### config.mk
export PLATFORM = sky130hd
export DESIGN_NAME = timer_irq_sched
export DESIGN_NICKNAME = d
export VERILOG_FILES = /design/src/rtl/timer_irq_pkg.sv /design/src/rtl/timer_irq_rr_pick.sv /design/src/rtl/timer_irq_sched.sv
export SDC_FILE = /design/constraint.sdc
export NUM_CORES = 1
export LEC_CHECK = 0
export CAP_MARGIN = 5
export CORE_MARGIN = 1
export CORE_UTILIZATION = 43
export CTS_CLUSTER_DIAMETER = 30
export CTS_CLUSTER_SIZE = 25
export DETAILED_ROUTE_END_ITERATION = 6
export PLACE_DENSITY = 0.8
export SYNTH_ARGS = -nofsm -noshare
export SYNTH_HDL_FRONTEND = slang
export SYNTH_HIERARCHICAL = 1
export SYNTH_SLANG_ARGS = --single-unit
### constraint.sdc
create_clock -name HCLK -period 2.4 [get_ports HCLK]
set_clock_uncertainty 0.2 [all_clocks]
set_input_delay 0.48 -clock HCLK [delete_from_list [all_inputs] [get_ports HCLK]]
set_output_delay 0.48 -clock HCLK [all_outputs]
set_load 0.01 [all_outputs]
### src/rtl/timer_irq_pkg.sv
// Shared definitions for the timer interrupt scheduler: FSM state encoding
// and the source-index convention used within each timer's interrupt pair.
package timer_irq_pkg;

  typedef logic [0:0] sched_state_t;

  localparam sched_state_t ST_IDLE  = 1'b0;
  localparam sched_state_t ST_OFFER = 1'b1;

  // Within timer k, source 2k is overflow and source 2k+1 is compare.
  localparam int SRC_OVF = 0;
  localparam int SRC_CMP = 1;

endpackage

### src/rtl/timer_irq_rr_pick.sv
// Combinational rotating-priority picker: returns the first set bit of
// elig at or above ptr, wrapping around to index 0.
module timer_irq_rr_pick #(
  parameter int N    = 4,
  parameter int ID_W = (N > 1) ? $clog2(N) : 1
) (
  input  logic [N-1:0]    elig,
  input  logic [ID_W-1:0] ptr,
  output logic            found,
  output logic [ID_W-1:0] id
);

  int idx;

  // Scan from the farthest offset down so the nearest eligible index wins.
  always_comb begin
    found = 1'b0;
    id    = '0;
    idx   = 0;
    for (int i = N - 1; i >= 0; i--) begin
      idx = int'(ptr) + i;
      if (idx >= N) idx = idx - N;
      if (elig[idx]) begin
        found = 1'b1;
        id    = idx[ID_W-1:0];
      end
    end
  end

endmodule

### src/rtl/timer_irq_sched.sv
// Timer interrupt scheduler: latches rising edges of the timer interrupt
// lines and offers them round-robin to the event unit over valid/ready.
module timer_irq_sched
  import timer_irq_pkg::*;
#(
  parameter  int TIMER_CNT = 2,
  localparam int SRC_CNT   = 2 * TIMER_CNT,
  localparam int ID_W      = (SRC_CNT > 1) ? $clog2(SRC_CNT) : 1
) (
  input  logic               HCLK,
  input  logic               HRESET,
  input  logic [SRC_CNT-1:0] irq_i,
  input  logic [SRC_CNT-1:0] mask_i,
  output logic               evt_valid_o,
  output logic [ID_W-1:0]    evt_id_o,
  input  logic               evt_ready_i,
  output logic [SRC_CNT-1:0] pending_o,
  output logic [SRC_CNT-1:0] lost_o,
  input  logic [SRC_CNT-1:0] lost_clr_i
);

  sched_state_t       state_q;
  logic [SRC_CNT-1:0] irq_q;
  logic [SRC_CNT-1:0] pending_q;
  logic [SRC_CNT-1:0] lost_q;
  logic [ID_W-1:0]    ptr_q;
  logic [ID_W-1:0]    evt_id_q;

  logic [SRC_CNT-1:0] rise;
  logic [SRC_CNT-1:0] eligible;
  logic [SRC_CNT-1:0] grant_vec;
  logic [SRC_CNT-1:0] pending_d;
  logic [SRC_CNT-1:0] lost_d;
  logic               pick_found;
  logic [ID_W-1:0]    pick_id;
  logic [ID_W-1:0]    ptr_next;
  logic               grant;

  timer_irq_rr_pick #(
    .N    (SRC_CNT),
    .ID_W (ID_W)
  ) u_pick (
    .elig  (eligible),
    .ptr   (ptr_q),
    .found (pick_found),
    .id    (pick_id)
  );

  assign rise     = irq_i & ~irq_q;
  assign eligible = pending_q & ~mask_i;

  // A grant happens from IDLE, or in OFFER only on the handshake cycle.
  assign grant     = pick_found && ((state_q == ST_IDLE) || evt_ready_i);
  assign grant_vec = grant ? (SRC_CNT'(1) << pick_id) : '0;
  assign ptr_next  = (pick_id == ID_W'(SRC_CNT - 1)) ? '0 : pick_id + ID_W'(1);

  // A new edge always wins over a grant-clear or a lost-clear.
  assign pending_d = (pending_q & ~grant_vec) | rise;
  assign lost_d    = (lost_q & ~lost_clr_i) | (rise & pending_q & ~grant_vec);

  always_ff @(posedge HCLK) begin
    if (HRESET) begin
      state_q   <= ST_IDLE;
      irq_q     <= '0;
      pending_q <= '0;
      lost_q    <= '0;
      ptr_q     <= '0;
      evt_id_q  <= '0;
    end else begin
      irq_q     <= irq_i;
      pending_q <= pending_d;
      lost_q    <= lost_d;
      if (grant) begin
        evt_id_q <= pick_id;
        ptr_q    <= ptr_next;
      end
      case (state_q)
        ST_IDLE:  if (grant) state_q <= ST_OFFER;
        ST_OFFER: if (evt_ready_i && !grant) state_q <= ST_IDLE;
        default:  state_q <= ST_IDLE;
      endcase
    end
  end

  assign evt_valid_o = (state_q == ST_OFFER);
  assign evt_id_o    = evt_id_q;
  assign pending_o   = pending_q;
  assign lost_o      = lost_q;

endmodule

After elaboration in Yosys (flattened, before gate mapping)
Cells that the tools add are included.
Widths: inputs -> output; s select.
Storage, ports and cells
  bits in registers: 17
  logic and storage cells: 70
  output and inout port bits: 11
Operators by class
  reduce and logical (&&, ||, !) cells: 4
  add/subtract/negate cells: 8
  mux-type cells: 29
  eq/ne operators: 1
  $lt $le $gt $ge: 8
  bitwise operators: 13
  shift-type cells: 1
Operator list (count)
  $lt 32x4->1 const B: 4
  $mux 32: 4
  $ge 32x4->1 const B: 3
  $sub 32x4->32 const B: 3
  $and 4x4->4: 6
  $not 4->4: 4
  $mux 1: 14
  $mux 2: 5
  $bmux 1 s2: 4
  $or 4x4->4: 2
  $add 2x2->3 const B: 2
  $mux 4: 1
  $shl 1x2->4 const A: 1
  $sub 2x3->4 const B: 1
  $add 2x1->3 const B: 1
  $ge 2x3->1 const B: 1
  $add 2x1->2 const B: 1
  $eq 2x2->1 const B: 1
  $logic_and 1x1->1: 2
  $pmux 1 s2: 1
  $logic_not 1->1: 1
  $logic_or 1x1->1: 1
  $not 1->1: 1

Depth between registers and ports, before layout
  depth in word-level cells: 15
  mapped depth: 9
  depth with buffers taken out: 9

Cells and area by module
Netlist, hierarchy kept.
By module, submodules not included
  timer_irq_sched: sequential area each 340.3 um^2, area each 699.4 um^2, instances 1, cells an instance 79
  timer_irq_rr_pick: sequential area each 0.0 um^2, area each 77.6 um^2, instances 1, cells an instance 13

Worst setup path before layout
OpenSTA, ideal clock, no wires.
  path kind: input port to flip-flop
  start: input port mask_i[1]
  end: register ptr_q[0]
  path slack: 346 ps
  path buffers: 0
  cell stages on the path: 7
  data arrival time: 1784 ps
  cell sequence: nor2_1 nor3b_1 a211oi_1 nor2_1 ha_1 or4_1 a21oi_1
Between the ends
  cells in the longest elaborated chain, start to end: 11
Ends and longest elaborated chain
  start: declaration: line timer_irq_sched.sv:13  | input logic [SRC_CNT-1:0] mask_i,
  $not 4->4 *: line timer_irq_sched.sv:50  | assign eligible = pending_q & ~mask_i;
  $and 4x4->4 *: line timer_irq_sched.sv:50
  $bmux 1 s2: line timer_irq_rr_pick.sv:23  | if (elig[idx]) begin
  $mux 1 (implied by the code) (2 in a row): line timer_irq_rr_pick.sv:23
  $mux 2 (3 in a row): line timer_irq_rr_pick.sv:23
  $mux 2 *: line timer_irq_rr_pick.sv:23
  via pick_id[1]: line timer_irq_sched.sv:35  | logic [ID_W-1:0] pick_id;
  $eq 2x2->1 *: line timer_irq_sched.sv:55  | assign ptr_next = (pick_id == ID_W'(SRC_CNT - 1)) ? '0 : pick_id + ID_W'(1);
  $mux 2 *: line timer_irq_sched.sv:55
  end signal: assignment: line timer_irq_sched.sv:75  | ptr_q <= ptr_next;
  end: declaration: line timer_irq_sched.sv:26  | logic [ID_W-1:0] ptr_q;
Mark *: on every way through the listed nets, which the timed path passes. The rest lies on a longest branch. The select of a mux whose other input is x is not followed.
A chain may end at the register's enable or synchronous reset.

Final worst setup path
  start: input port mask_i[3]
  end: register ptr_q[0]
Between the ends
  cells in the longest elaborated chain, start to end: 11
Ends and longest elaborated chain
  $not 4->4 *: line timer_irq_sched.sv:50
  $and 4x4->4 *: line timer_irq_sched.sv:50
  via eligible[3]: line timer_irq_sched.sv:30  | logic [SRC_CNT-1:0] eligible;
  $bmux 1 s2: line timer_irq_rr_pick.sv:23
  $mux 1 (implied by the code) (2 in a row): line timer_irq_rr_pick.sv:23
  $mux 2 (3 in a row): line timer_irq_rr_pick.sv:23
  $mux 2 *: line timer_irq_rr_pick.sv:23
  via pick_id[1]: line timer_irq_sched.sv:35
  $eq 2x2->1 *: line timer_irq_sched.sv:55
  $mux 2 *: line timer_irq_sched.sv:55
Marks and branches as above.

==> flow_metrics.env <==
export IMPL_pwr_share_seq_pct=49.3
export IMPL_ant_nets=0
export IMPL_layout_drive_gt1_share_pct=12.9
export IMPL_io_pins=26
export IMPL_setup_slack_ps=-17.2
export IMPL_vias=752
export IMPL_worstPathArrival_ps=2430
export IMPL_synth_seq_area_share_pct=43.8
export IMPL_cp_required_ps=2410
export IMPL_dpl_cell_count=144
export IMPL_die_x_um=44.5
export IMPL_min_delay_path_depth=2
export IMPL_reg2reg_slack_ps=210
export IMPL_fin_area_sq_um=1120
export IMPL_leakage_uw=0.000442
export IMPL_worstReg2RegEnd="ptr_q[0]"
export IMPL_synth_edf_count=0
export IMPL_critPathKind="in -> reg"
export IMPL_yosysMostFrequentCell="dfxtp_1"
export IMPL_routed_wl_um=1700
export IMPL_antenna_cells=0
export IMPL_core_area_sq_um=1590
export IMPL_reg2reg_depth=8
export IMPL_period_needed_ps=2420
export IMPL_via_per_inst=5.08
export IMPL_insertion_delay_ps=280
export IMPL_crit_fanout=3
export IMPL_multi_input_area_sq_um=395
export IMPL_violations="setup timing"
export IMPL_cts_tree="built"
export IMPL_portBuffers=25
export IMPL_cts_made_buffers=3
export IMPL_p_clk_share_pct=22.4
export IMPL_cts_hold_buf=0
export IMPL_cts_max_path_buffers=2
export IMPL_hold_end="lost_o[2]"
export IMPL_grt_max_degree=16
export IMPL_synth_top_cell_area_share_pct=43.8
export IMPL_clk_pin_slew_worst_paths_ps=100
export IMPL_synth_nets=111
export IMPL_final_core_util_pct=70.5
export IMPL_regArea_sq_um=340
export IMPL_synthTopCellsByCount="17 x dfxtp_1, 12 x nor2_1, 8 x o21ai_0"
export IMPL_die_area_sq_um=1980
export IMPL_synth_ff_type="dfxtp_1"
export IMPL_synth_area_leader_cell="dfxtp_1"
export IMPL_fin_cells=148
export IMPL_avgRoutedWirePerCell_um=11.5
export IMPL_fillCellCount=126
export IMPL_grt_pass1_wl_um=2860
export IMPL_first_iter_violations=17
export IMPL_hp_start="lost_o[2]"
export IMPL_p_switching_uw=186
export IMPL_slew_viol_final=0
export IMPL_start_util_pct=48.7
export IMPL_rows=14
export IMPL_final_nets=144
export IMPL_die_h_um=44.5
export IMPL_cap_violations=0
export IMPL_hold_viol=0
export IMPL_areaGrowthSynthToFinish_pct=44.6
export IMPL_grt_pass1_vias=709
export IMPL_cellPowerDensity_nw_per_um2=584
export IMPL_drc=0
export IMPL_period_share_pct=101
export IMPL_syn_avg_cell_area_sq_um=8.45
export IMPL_ir_worst_vdd_mv=0.435
export IMPL_clock_sinks=17
export IMPL_groute_usage_overall_pct=19.8
export IMPL_cts_root_buf="clkbuf_4"
export IMPL_dp_hpwl_um=1280
export IMPL_ys_ff_latch=17
export IMPL_first_pass_iters=4
export IMPL_critPathLaunchType="primary input"
export IMPL_fmax_mhz=414
export IMPL_placed_area_sq_um=1080
export IMPL_cts_htree_levels=1
export IMPL_intPower_uw=470
export IMPL_worst_setup_path_end_kind="flip-flop"
export IMPL_gp_congestion=0.821
export IMPL_cts_resized=0
export IMPL_antenna_found_initial=0
export IMPL_setup_violations_final=1
export IMPL_cts_setup_buffers=0
export IMPL_synth_area_leaders="dfxtp_1 44%, ha_1 6.4%, nor2_1 5.8%"
export IMPL_status="finished, violations left"
export IMPL_slew_headroom_pct=66.1
export IMPL_postSynth_asyncResetShare_pct=0
export IMPL_pwr_share_comb_pct=28.3
export IMPL_synth_distinct_cells=21
export IMPL_syn_cell_area_sq_um=777
export IMPL_worst_pin_slew_ps=507
export IMPL_switching_share_pct=28.4
export IMPL_min_path_type="reg -> reg"
export IMPL_setup_tns_ps=-17.2
export IMPL_synth_cells=92
export IMPL_yosysWarnings=6
export IMPL_grt_overflow=0
export IMPL_reg2reg_from="pending_o[1]"
flip-flops by register name (all words and copies together) (netlist names):
name	count
evt_id_o	2
evt_valid_o	1
irq_q	4
lost_o	4
pending_o	4
ptr_q	2
cells in the final DEF, fill, tap and decap left out:
| cell type | netlist | layout |
|---|---|---|
| clkdlybuf4s50_1 | 0 | 25 |
| dfxtp_1 | 17 | 17 |
| nor2_1 | 12 | 9 |
| o21ai_0 | 8 | 8 |
| nand2b_1 | 7 | 7 |
| buf_4 | 0 | 7 |
| inv_1 | 6 | 6 |
| nand2_1 | 6 | 6 |
| a21oi_1 | 6 | 6 |
| nor2b_1 | 5 | 5 |
| a311o_1 | 4 | 4 |
| o21ai_1 | 4 | 4 |
| ha_1 | 4 | 4 |
| nor2_2 | 0 | 3 |
| nand3_1 | 3 | 3 |
| clkbuf_4 | 0 | 3 |
| inv_4 | 1 | 1 |
| or4_1 | 1 | 1 |
| clkbuf_1 | 1 | 1 |
| mux2i_1 | 1 | 1 |
| a211oi_2 | 1 | 1 |
| nor3b_2 | 0 | 1 |
| a211oi_1 | 1 | 1 |
logic make-up after synthesis:
kind of cell	after synthesis	share of synthesized area, %
and+or+nand+nor	35	22.2
AOI/OAI and AO/OA	24	19.3
DFF	17	43.8
buffers and inverters	11	6.92
adders and majority gates	4	6.44
muxes	1	1.29
how the worst max path moves through the flow:
stage | startpoint | end | cells past startpoint
floorplan | mask_i[1] | ptr_q[0] | 7
global placement | mask_i[3] | lost_o[2] | 9
detailed placement | mask_i[3] | lost_o[2] | 9
CTS | mask_i[1] | lost_o[1] | 10
global route | mask_i[3] | ptr_q[0] | 8
finish | mask_i[3] | ptr_q[0] | 8
power by group through the flow:
stage / clock [uW] / combinational, uW / sequential (uW)
CTS: 153 / 182 / 322
finish: 147 / 186 / 323
detailed placement: 0 / 180 / 329
global route: 168 / 205 / 327
global placement: 0 / 177 / 328
floorplan: 0 / 89.5 / 334
layout make-up:
type	instances	share of cell area, %
clock buffer	4	2.34
sequential	17	30.3
tap	24	2.67
multi-input combinational	64	35.2
timing repair buffer	32	26.9
inverter	7	2.56
metal layers:
| layer | vias to the layer above | part of all wire [%] | GRT usage [%] |
|---|---|---|---|
| met2 | 19 | 48 | 31.5 |
| met1 | 355 | 46 | 25.3 |
| met5 | - | 0 | 0 |
| met4 | 0 | 1.3 | 8.48 |
| met3 | 4 | 5.2 | 4.90 |
| li1 | 374 | - | - |
worst max-delay path: stages:
cell             delay, ps
clkdlybuf4s50_1        470
nor2_2                  50
nand2b_1               150
a211oi_1               290
nor2_1                 120
ha_1                   210
or4_1                  500
a21oi_1                160
metrics by stage:
step / hold slack (ps) / total power, uW / setup WS, ps
CTS: 253 / 658 / 108
finish: 256 / 656 / -17.2
detailed placement: 239 / 509 / -184
floorplan: 270 / 424 / 346
global placement: 236 / 505 / -145
global route: 293 / 699 / -41.2
No activity file was read; power rests on OpenSTA's default activity.
